<file path="config.mk">
export PLATFORM = sky130hd
export DESIGN_NAME = rgb_gray_pattern_gen
export DESIGN_NICKNAME = d
export VERILOG_FILES = /design/src/rtl/rgb_gray_pattern_gen.sv
export SDC_FILE = /design/constraint.sdc
export NUM_CORES = 1
export LEC_CHECK = 0
export CORE_MARGIN = 8
export CORE_UTILIZATION = 40
export DETAILED_ROUTE_END_ITERATION = 10
export PLACE_DENSITY_LB_ADDON = 0.3
export SLEW_MARGIN = 20
export SYNTH_ARGS = -nofsm -noshare
export SYNTH_HDL_FRONTEND = slang
export SYNTH_SLANG_ARGS = --single-unit
</file>
<file path="constraint.sdc">
create_clock -name I_clk -period 2.2 [get_ports I_clk]
set_input_delay 0.44 -clock I_clk [delete_from_list [all_inputs] [get_ports I_clk]]
set_output_delay 0.44 -clock I_clk [all_outputs]
set_load 0.02 [all_outputs]
</file>
<file path="src/rtl/rgb_gray_pattern_gen.sv">
// Grayscale raster test-pattern source for LVDS link bring-up.
// Emits raster timing plus R=G=B pixels with optional one-pixel corruption.
module rgb_gray_pattern_gen #(
  parameter int H_ACTIVE = 1920,
  parameter int H_FP     = 88,
  parameter int H_SYNC   = 44,
  parameter int H_BP     = 148,
  parameter int V_ACTIVE = 1080,
  parameter int V_FP     = 4,
  parameter int V_SYNC   = 5,
  parameter int V_BP     = 36,
  parameter bit SYNC_POL = 1'b1
) (
  input  logic        I_clk,
  input  logic        I_rst,
  input  logic        I_en,
  input  logic [1:0]  I_mode,
  input  logic        I_err_inject,
  output logic [23:0] O_RGB_data,
  output logic        O_de,
  output logic        O_hsync,
  output logic        O_vsync,
  output logic        O_frame_start,
  output logic        O_err_injected
);

  localparam int H_TOTAL = H_ACTIVE + H_FP + H_SYNC + H_BP;
  localparam int V_TOTAL = V_ACTIVE + V_FP + V_SYNC + V_BP;
  localparam int HW = (H_TOTAL > 1) ? $clog2(H_TOTAL) : 1;
  localparam int VW = (V_TOTAL > 1) ? $clog2(V_TOTAL) : 1;

  localparam logic [HW-1:0] H_LAST = HW'(H_TOTAL - 1);
  localparam logic [VW-1:0] V_LAST = VW'(V_TOTAL - 1);

  localparam logic [31:0] HA     = 32'(H_ACTIVE);
  localparam logic [31:0] VA     = 32'(V_ACTIVE);
  localparam logic [31:0] HS_BEG = 32'(H_ACTIVE + H_FP);
  localparam logic [31:0] HS_END = 32'(H_ACTIVE + H_FP + H_SYNC);
  localparam logic [31:0] VS_BEG = 32'(V_ACTIVE + V_FP);
  localparam logic [31:0] VS_END = 32'(V_ACTIVE + V_FP + V_SYNC);

  localparam logic [0:0] ST_IDLE = 1'b0;
  localparam logic [0:0] ST_RUN  = 1'b1;

  logic [0:0]    state_q, state_d;
  logic          vld_q, vld_d;
  logic [HW-1:0] h_q, h_d;
  logic [VW-1:0] v_q, v_d;
  logic [7:0]    fcnt_q, fcnt_d;
  logic [1:0]    mode_q, mode_d;
  logic          req_q;
  logic          pend_q, pend_d;

  logic [31:0] h32, v32;
  logic        act, hs_raw, vs_raw, consume;
  logic [7:0]  g;
  logic [23:0] rgb_d;

  assign h32 = 32'(h_q);
  assign v32 = 32'(v_q);

  // Frame FSM and raster counters; vld marks counters as a live position.
  // Every completed frame bumps frame_cnt, so a restart continues the count.
  always_comb begin
    state_d = state_q;
    vld_d   = vld_q;
    h_d     = h_q;
    v_d     = v_q;
    fcnt_d  = fcnt_q;
    mode_d  = mode_q;
    unique case (state_q)
      ST_IDLE: begin
        vld_d = 1'b0;
        h_d   = '0;
        v_d   = '0;
        if (I_en) state_d = ST_RUN;
      end
      ST_RUN: begin
        if (!vld_q) begin
          vld_d  = 1'b1;
          mode_d = I_mode;
        end else if (h_q == H_LAST) begin
          h_d = '0;
          if (v_q == V_LAST) begin
            v_d    = '0;
            fcnt_d = fcnt_q + 8'd1;
            if (I_en) begin
              mode_d = I_mode;
            end else begin
              state_d = ST_IDLE;
              vld_d   = 1'b0;
            end
          end else begin
            v_d = v_q + 1'b1;
          end
        end else begin
          h_d = h_q + 1'b1;
        end
      end
      default: begin
        state_d = ST_IDLE;
        vld_d   = 1'b0;
      end
    endcase
  end

  // Region decode, gray value and error-flag bookkeeping for this position.
  always_comb begin
    act    = vld_q && (h32 < HA) && (v32 < VA);
    hs_raw = vld_q && (h32 >= HS_BEG) && (h32 < HS_END);
    vs_raw = vld_q && (v32 >= VS_BEG) && (v32 < VS_END);
    unique case (mode_q)
      2'd0:    g = h32[7:0];
      2'd1:    g = v32[7:0];
      2'd2:    g = fcnt_q;
      default: g = (h32[4] ^ v32[4]) ? 8'hFF : 8'h00;
    endcase
    consume = act && pend_q;
    pend_d  = consume ? 1'b0 : (pend_q | req_q);
    rgb_d   = act ? {g, g, g ^ {7'd0, consume}} : 24'h0;
  end

  // Control state; request is staged once before it can arm the flag.
  always_ff @(posedge I_clk) begin
    if (I_rst) begin
      state_q <= ST_IDLE;
      vld_q   <= 1'b0;
      h_q     <= '0;
      v_q     <= '0;
      fcnt_q  <= '0;
      mode_q  <= '0;
      req_q   <= 1'b0;
      pend_q  <= 1'b0;
    end else begin
      state_q <= state_d;
      vld_q   <= vld_d;
      h_q     <= h_d;
      v_q     <= v_d;
      fcnt_q  <= fcnt_d;
      mode_q  <= mode_d;
      req_q   <= I_err_inject;
      pend_q  <= pend_d;
    end
  end

  // Registered pixel and sync outputs, one cycle behind the counters.
  always_ff @(posedge I_clk) begin
    if (I_rst) begin
      O_RGB_data     <= 24'h0;
      O_de           <= 1'b0;
      O_hsync        <= ~SYNC_POL;
      O_vsync        <= ~SYNC_POL;
      O_frame_start  <= 1'b0;
      O_err_injected <= 1'b0;
    end else begin
      O_RGB_data     <= rgb_d;
      O_de           <= act;
      O_hsync        <= hs_raw ^ ~SYNC_POL;
      O_vsync        <= vs_raw ^ ~SYNC_POL;
      O_frame_start  <= act && (h_q == '0) && (v_q == '0);
      O_err_injected <= consume;
    end
  end

endmodule

</file>
=== Word level (Yosys, flattened, before mapping) ===
Cells that the tools add are included.

* Register bits after elaboration: 66
* Input port bits: 6
* Output and inout port bits: 29

* Add/subtract/negate cells: 3
* Order comparisons: 6
* Equal/unequal tests: 9
* Multiplexer cells: 19
* Bitwise gates (word level): 5
* Reductions and logical operators: 17

{| class="wikitable"
|+ Operators by type and width
! kind !! count
|-
| two-way mux 11 bit || 3
|-
| two-way mux 12 bit || 2
|-
| one-hot mux 12 bit (2 select lines) || 1
|-
| one-hot mux 8 bit (3 select lines) || 1
|-
| < comparator 11 bit (second input constant) || 2
|-
| one-hot mux 11 bit (2 select lines) || 1
|-
| adder 12 x 1 -> 12 bit (second input constant) || 1
|-
| equality test 12 bit (second input constant) || 1
|-
| greater-or-equal comparator 12 x 11 -> 1 bit (second input constant) || 1
|-
| zero test 12 bit || 1
|-
| < comparator 12 x 11 -> 1 bit (second input constant) || 1
|-
| < comparator 12 bit (second input constant) || 1
|-
| adder 11 x 1 -> 11 bit (second input constant) || 1
|-
| equality test 11 bit (second input constant) || 1
|-
| greater-or-equal comparator 11 bit (second input constant) || 1
|-
| zero test 11 bit || 1
|-
| logical AND 1 bit || 9
|-
| adder 8 x 1 -> 8 bit (second input constant) || 1
|-
| two-way mux 2 bit || 4
|-
| two-way mux 8 bit || 1
|-
| != test 2 x 1 -> 1 bit (second input constant) || 4
|-
| AND reduction 4 bit || 2
|-
| XOR 8 x 1 -> 8 bit || 1
|-
| two-way mux 1 bit || 4
|-
| 10 further kinds || 13
|}

=== Logic depth before layout (Yosys ltp) ===
Gate-level depths: netlist of the first run.

* Word-level depth: 5
* Gate-level depth with buffers: 6

=== Worst setup path before layout of the first run ===
OpenSTA, ideal clock, no wires.

* Path type: register to register
* Start: register v_q[7]
* End: register fcnt_q[7]
* Library setup time: 0.121 ns
* Data arrival time: 2.007 ns
* Slack: 0.072 ns
* Cell stages (with the launch flop): 6
* Path buffers: 1
* Cell sequence: dfxtp_1 buf_6 or4b_4 or4_4 nor4_2 mux2_2

* Longest elaborated chain between the ends: 2

{| class="wikitable"
|+ Ends and longest elaborated chain
! element !! line !! text
|-
| start, declared || 48 || <nowiki>logic [VW-1:0] v_q, v_d;</nowiki>
|-
| start signal, assigned || 138 || <nowiki>v_q <= v_d;</nowiki>
|-
| equality test 11 bit || 84 || <nowiki>if (v_q == V_LAST) begin</nowiki>
|-
| AND reduction 4 bit (no line) || -- ||
|-
| end signal, assigned || 139 || <nowiki>fcnt_q <= fcnt_d;</nowiki>
|-
| end, declared || 49 || <nowiki>logic [7:0] fcnt_q, fcnt_d;</nowiki>
|}

Every way passes these cells.
A chain may end at the register's enable or synchronous reset.

=== Worst setup path after layout of the first run ===
* Start: register v_q[9]
* End: register fcnt_q[7]

The elaborated chain is that of the path after synthesis.

==> results of run 1 <==
[cell families (layout without fill, tap and decap cells)]
kind of cell | after synthesis | after routing | synth area share
muxes | 13 | 13 | 0.0534
adders and majority gates | 5 | 5 | 0.0226
AOI/OAI and AO/OA | 65 | 65 | 0.159
xor gates and xnor gates | 10 | 10 | 0.0317
DFF | 51 | 51 | 0.370
and+or+nand+nor | 138 | 138 | 0.275
buffers and inverters | 48 | 78 | 0.0883
[through the flow]
| stage | setup WS, ns | std cells | util |
|---|---|---|---|
| CTS | 0.0561 | 437 | 0.483 |
| detailed placement | 0.0715 | 430 | 0.470 |
| global placement | 0.134 | 430 | 0.470 |
| floorplan | 0.0722 | 330 | - |
| global route | -0.0344 | 440 | 0.487 |
| finish | 0.0661 | 440 | 0.487 |
[routing by layer]
metal	global-route usage	wire length, µm	vias up
met5	0	0	-
met2	0.244	3440	66
met3	0.0363	476	6
li1	-	-	1244
met1	0.187	3180	1194
met4	0.0442	80	0
[tightest hold or removal path, cell delays in order, from the launching register on]
cell     delay [ns]
dfxtp_1        0.35
nand2_1        0.06
o21ai_0        0.06
[power by group through the flow]
stage	logic, mW	clock network, mW	registers (mW)
after floorplan	0.0765	0	0.965
after global placement	0.119	0	0.968
after detailed placement	0.120	0	0.968
after CTS	0.121	0.560	0.946
after global routing	0.134	0.601	0.949
final	0.123	0.543	0.946
[Yosys cell counts, types with 2 or more instances]
cell | count | area [µm²]
a41oi_1 | 3 | 26.3
ha_1 | 5 | 62.6
mux2i_1 | 8 | 80.1
and3_1 | 9 | 56.3
dfxtp_1 | 51 | 1020
nand4_1 | 13 | 81.3
or3_1 | 3 | 18.8
nor2b_1 | 9 | 56.3
nor2_1 | 28 | 105
a211oi_1 | 3 | 22.5
or2_2 | 4 | 25.0
nand3_1 | 17 | 85.1
a21oi_1 | 27 | 135
nor4b_1 | 2 | 17.5
a31oi_1 | 3 | 18.8
nor4_1 | 4 | 25.0
clkbuf_1 | 22 | 82.6
o41ai_1 | 3 | 26.3
mux2_2 | 4 | 45.0
xnor2_1 | 6 | 52.6
nand2_1 | 17 | 63.8
xor2_1 | 4 | 35.0
o311ai_0 | 3 | 26.3
inv_1 | 10 | 37.5
o22a_1 | 6 | 52.6
o21a_1 | 2 | 15.0
nand2b_1 | 6 | 37.5
o21ai_0 | 5 | 25.0
a221o_1 | 2 | 20.0
and4_1 | 6 | 52.6
nor3_1 | 12 | 60.1
buf_4 | 15 | 113
[area by class of cell]
cell class / count / area [µm²] / share of cell area
clock inverters: 1 / 5.00 / 0.00152
repair buffers: 61 / 543 / 0.165
flip-flops and latches: 51 / 1020 / 0.310
inverters: 10 / 37.5 / 0.0114
well taps: 80 / 100 / 0.0304
clock buffers: 6 / 82.6 / 0.0251
multi-input cells: 231 / 1500 / 0.457
[sequential cells by signal, summed over array words and instances (netlist names)]
| register | count |
|---|---|
| O_frame_start | 1 |
| h_q | 12 |
| O_de | 1 |
| O_RGB_data | 9 |
| O_vsync | 1 |
| O_hsync | 1 |
| state_q | 1 |
| v_q | 11 |
| fcnt_q | 8 |
| vld_q | 1 |
| O_err_injected | 1 |
| req_q | 1 |
| mode_q | 2 |
| pend_q | 1 |
[timing repair]
item	4_1_cts	5_1_grt
endpoints found under the hold margin	0	0
setup buffers	0	3
setup endpoints to repair	0	6
resized for setup	0	1
[final timing paths]
| check | endpoint | startpoint | cells after the start |
|---|---|---|---|
| worst max register to register | fcnt_q[7] | v_q[9] | 4 |
| worst min-delay path | h_q[10] | h_q[10] | 2 |
| worst max-delay path | fcnt_q[7] | v_q[9] | 4 |
| worst min register to register | h_q[10] | h_q[10] | 2 |
==> impl_metrics.py, run 1 <==
metrics = {
    "placed_design": {
        "total_placed_instance_area_um2": 3180,
        "place.detailed.hpwl_mm": 5.40,
        "buffer_ports.inserted": 34,
        "gp_congestion": 0.868,
    },
    "timing": {
        "fin_crit_ns": 2.13,
        "clock_skew_ns": 0.0105,
        "report.final.hold_viol_count": 0,
        "post-route-period-util": 0.970,
        "unrepaired_setup_endpoints_after_global_routing": "true",
        "timing.fmax_mhz": 469,
        "whs_ns": 0.508,
        "setup_viol": 0,
        "worst_slew_pin_slew_ns": 0.744,
        "maxSlewHeadroom": 0.504,
        "fin_tns_setup_ns": 0,
        "slew_viol_final": 0,
    },
    "power": {
        "sequential_cell_fraction_of_total_power": 0.587,
        "power.net_switching_uw": 377,
        "vdd_drop_max_mv": 0.277,
        "share_clk_of_total_power": 0.337,
        "power_per_cell_area_nw_per_um2": 489,
        "power.static_leakage_nw": 1.27,
        "fin_total_pwr_mw": 1.61,
        "switching_share": 0.234,
        "power_internal_mw": 1.23,
        "power.share.combinational": 0.076,
    },
    "routing": {
        "routed_via_density": 5.70,
        "drt-total-wl_mm": 7.18,
        "drtPass1Iterations": 4,
        "initialDrtViolationCount": 125,
        "post_drt_wl_per_cell_um": 16.3,
        "routed-via-count": 2510,
        "drc": 0,
        "number_of_nets_with_antenna_violations_after_detailed_routing": 0,
    },
    "floorplanning": {
        "pin_count": 35,
        "initial_standard_cell_utilization_of_the_core": 0.409,
        "die_area_um2": 9820,
        "width_of_the_chip_um": 99.1,
        "die_height_um": 99.1,
        "core.rowCount": 30,
        "core-area_um2": 6760,
    },
    "critical_path": {
        "worst-endpoint-required_ns": 2.39,
        "worst_ep_arrival_time_ns": 2.33,
        "cp_bufs_invs": 0,
        "max_fanout_on_critical_path": 5,
        "path_cells": "or4b_4 > or4_4 > nor4_2 > mux2_2",
        "worst_path_largest_cell_delay_ns": 0.58,
        "r2r_setup_slack_ns": 0.07,
        "cpLargestDelayFamily": "simple AND/OR/NAND/NOR gates",
        "timing.critical_path.from_type": "flop",
        "crit_path_category": "flop to flop",
        "library_cell_contributing_the_largest_single_delay_on_the_critical_path": "or4_4",
        "setup.worst_path.end_class": "flop",
    },
    "clock_tree": {
        "clockRootBuffer": "clkbuf_8",
        "tritoncts": "yes",
        "cts.sinks": 51,
        "htree_levels": 2,
        "post_cts_hold_buffers": 0,
        "insertion_delay_ns": 0.30,
        "ctsLongestPathBuffers": 2,
        "cts.clk_slew.worst_paths_ns": 0.09,
        "number_of_cts_inserted_buffers": 5,
    },
    "finish": {
        "layout-drive-gt1-share": 0.139,
        "mostFrequentLayoutCell": "dfxtp_1",
        "finish.instance_area_um2": 3290,
        "fillerInstances": 650,
        "area_growth_syn_to_layout_pct": 19.2,
        "nNetsFinal": 371,
        "commonest_non_fill_non_tap_cells_in_the_layout": "dfxtp_1, clkdlybuf4s50_1, nor2_1, a21oi_1, buf_4",
        "diodes": 0,
    },
    "job": {
        "cap_violations": 0,
    },
    "logic_synthesis": {
        "synth_cell_types": 50,
        "edff_count_synth": 0,
        "synth_seq_cells": 51,
        "seq_area_frac_synth": 0.370,
        "synth_area_um2": 2760,
        "ys_async_sr_fraction": 0,
        "synth_ff_type": "dfxtp_1",
        "postSynthCellCount": 330,
        "postSynthAreaPerCell_um2": 8.37,
        "synth-warning-count": 0,
        "synth.net_count": 341,
    },
    "global_route": {
        "antenna_found_initial": 0,
        "grt_usage": 0.148,
        "grt_first_pass_wirelength_mm": 11.9,
        "grt_max_degree": 21,
        "first_global_vias": 2348,
        "total_congestion_overflow_after_global_routing": 0,
    },
    "outcome": {
        "status": "completed",
    },
    "worst_hold_path": {
        "min_path_type": "flop to flop",
    },
}
Note: power is estimated with default switching activity, not from simulation.
==> inputs of run 2 (changes only) <==
--- a/config.mk
+++ b/config.mk
@@ -8,7 +8,7 @@
 export CORE_MARGIN = 8
 export CORE_UTILIZATION = 40
 export DETAILED_ROUTE_END_ITERATION = 10
-export PLACE_DENSITY_LB_ADDON = 0.3
+export SETUP_SLACK_MARGIN = 0.5
 export SLEW_MARGIN = 20
 export SYNTH_ARGS = -nofsm -noshare
 export SYNTH_HDL_FRONTEND = slang
==> run 2 against run 1 <==
Compared with the run above: clock power is essentially flat; global-route usage grew 1.3 points; total power grew 1.9%; largest power group unchanged.
==> impl_metrics.py, run 2 (same netlist as run 1, synthesis figures left out) <==
metrics = {
    "placed_design": {
        "buffer_ports.inserted": 34,
        "total_placed_instance_area_um2": 3200,
        "place.detailed.hpwl_mm": 5.41,
        "gp_congestion": 0.868,
    },
    "critical_path": {
        "max_fanout_on_critical_path": 5,
        "worst-endpoint-required_ns": 2.41,
        "worst_ep_arrival_time_ns": 2.18,
        "path_cells": "or4b_4 > or4_4 > nor4_4 > mux2_4",
        "timing.critical_path.from_type": "flop",
        "critical_path.startpoint": "v_q[7]",
        "library_cell_contributing_the_largest_single_delay_on_the_critical_path": "or4b_4",
        "worst_path_largest_cell_delay_ns": 0.54,
        "setup.worst_path.end_class": "flop",
        "timing.rr.start": "v_q[7]",
        "crit_path_category": "flop to flop",
    },
    "clock_tree": {
        "tritoncts": "yes",
        "cts.clk_slew.worst_paths_ns": 0.10,
        "post_cts_hold_buffers": 0,
        "insertion_delay_ns": 0.31,
        "htree_levels": 2,
        "ctsLongestPathBuffers": 2,
        "number_of_cts_inserted_buffers": 5,
        "cts.sinks": 51,
        "clockRootBuffer": "clkbuf_8",
    },
    "finish": {
        "area_growth_syn_to_layout_pct": 43.5,
        "commonest_non_fill_non_tap_cells_in_the_layout": "buf_4, dfxtp_1, nor2_1, dlygate4sd2_1",
        "largest_register_ffs": 12,
        "register_with_the_most_flip_flops": "h_q",
        "layout-drive-gt1-share": 0.347,
        "nNetsFinal": 396,
        "fillerInstances": 579,
        "finish.instance_area_um2": 3960,
        "reg_top3": "h_q x12, v_q x11, O_RGB_data x9",
        "mostFrequentLayoutCell": "buf_4",
        "diodes": 0,
    },
    "timing": {
        "worst_slew_pin_slew_ns": 0.609,
        "post-route-period-util": 0.899,
        "maxSlewHeadroom": 0.593,
        "unrepaired_setup_endpoints_after_global_routing": "true",
        "fin_crit_ns": 1.98,
        "report.final.hold_viol_count": 0,
        "setup_viol": 0,
        "fin_tns_setup_ns": 0,
        "timing.fmax_mhz": 506,
        "clock_skew_ns": 0.00805,
        "slew_viol_final": 0,
    },
    "routing": {
        "drtPass1Iterations": 4,
        "routed_via_density": 5.82,
        "number_of_nets_with_antenna_violations_after_detailed_routing": 0,
        "routed-via-count": 2710,
        "post_drt_wl_per_cell_um": 17.7,
        "drc": 0,
        "initialDrtViolationCount": 193,
        "drt-total-wl_mm": 8.27,
    },
    "job": {
        "cap_violations": 0,
    },
    "power": {
        "power_per_cell_area_nw_per_um2": 415,
        "vdd_drop_max_mv": 0.255,
        "power.static_leakage_nw": 1.74,
    },
    "floorplanning": {
        "die_area_um2": 9820,
        "width_of_the_chip_um": 99.1,
        "core.rowCount": 30,
        "pin_count": 35,
        "core-area_um2": 6760,
        "initial_standard_cell_utilization_of_the_core": 0.409,
        "die_height_um": 99.1,
    },
    "global_route": {
        "grt_first_pass_wirelength_mm": 12.8,
        "first_global_vias": 2503,
        "grt_max_degree": 21,
        "grt_usage": 0.161,
        "antenna_found_initial": 0,
        "total_congestion_overflow_after_global_routing": 0,
    },
    "worst_hold_path": {
        "min_path_type": "flop to flop",
        "hp-start": "h_q[10]",
    },
    "outcome": {
        "status": "completed",
    },
}
[run 2: metal layers]
| metal | routed length, µm | track usage |
|---|---|---|
| met5 | 0 | 0 |
| met4 | 150 | 0.0582 |
| met3 | 528 | 0.0349 |
| met2 | 3940 | 0.254 |
| met1 | 3640 | 0.211 |
[run 2: repair_timing]
item / CTS / global route
endpoints found under the setup margin: 54 / 52
endpoints found under the hold margin: 0 / 0
gates cloned: 1 / 1
setup buffers: 14 / 12
resized for setup: 69 / 62
pin swaps: 14 / 22
[run 2: path summary, 6_finish.rpt]
check / endpoint / slack, ns / depth (start not counted)
setup / recovery: fcnt_q[7] / 0.22 / 4
setup reg to reg: fcnt_q[7] / 0.22 / 4
hold / removal: h_q[10] / 0.50 / 2
hold reg to reg: h_q[10] / 0.50 / 2
[run 2: through the flow]
step | std cells | utilization | hold WS, ns | total power, mW | worst slack (ns)
floorplan | 330 | - | 0.473 | 1.04 | 0.191
global placement | 430 | 0.473 | 0.500 | 1.09 | 0.0836
detailed placement | 430 | 0.473 | 0.504 | 1.09 | 0.0387
CTS | 453 | 0.528 | 0.505 | 1.64 | 0.248
global route | 466 | 0.587 | 0.556 | 1.71 | 0.184
finish | 466 | 0.587 | 0.502 | 1.64 | 0.223
[run 2: critical path, delay by kind of cell (launching register included)]
kind / cells / cell delay, ns
DFF: 1 / 0.35
and+or+nand+nor: 3 / 1.20
muxes: 1 / 0.32
[run 2: final cells by class]
type	instances	area, µm²	share of cell area
well taps	80	100	0.0253
inverters	10	37.5	0.00947
clock inverters	2	12.5	0.00316
flip-flops and latches	51	1050	0.265
multi-input cells	231	1870	0.472
clock buffers	6	72.6	0.0183
repair buffers	86	818	0.206
[run 2: where the power goes]
part / internal (mW) / switching [mW]
sequential: 0.926 / 0.0153
combinational: 0.0714 / 0.0887
clock: 0.223 / 0.318
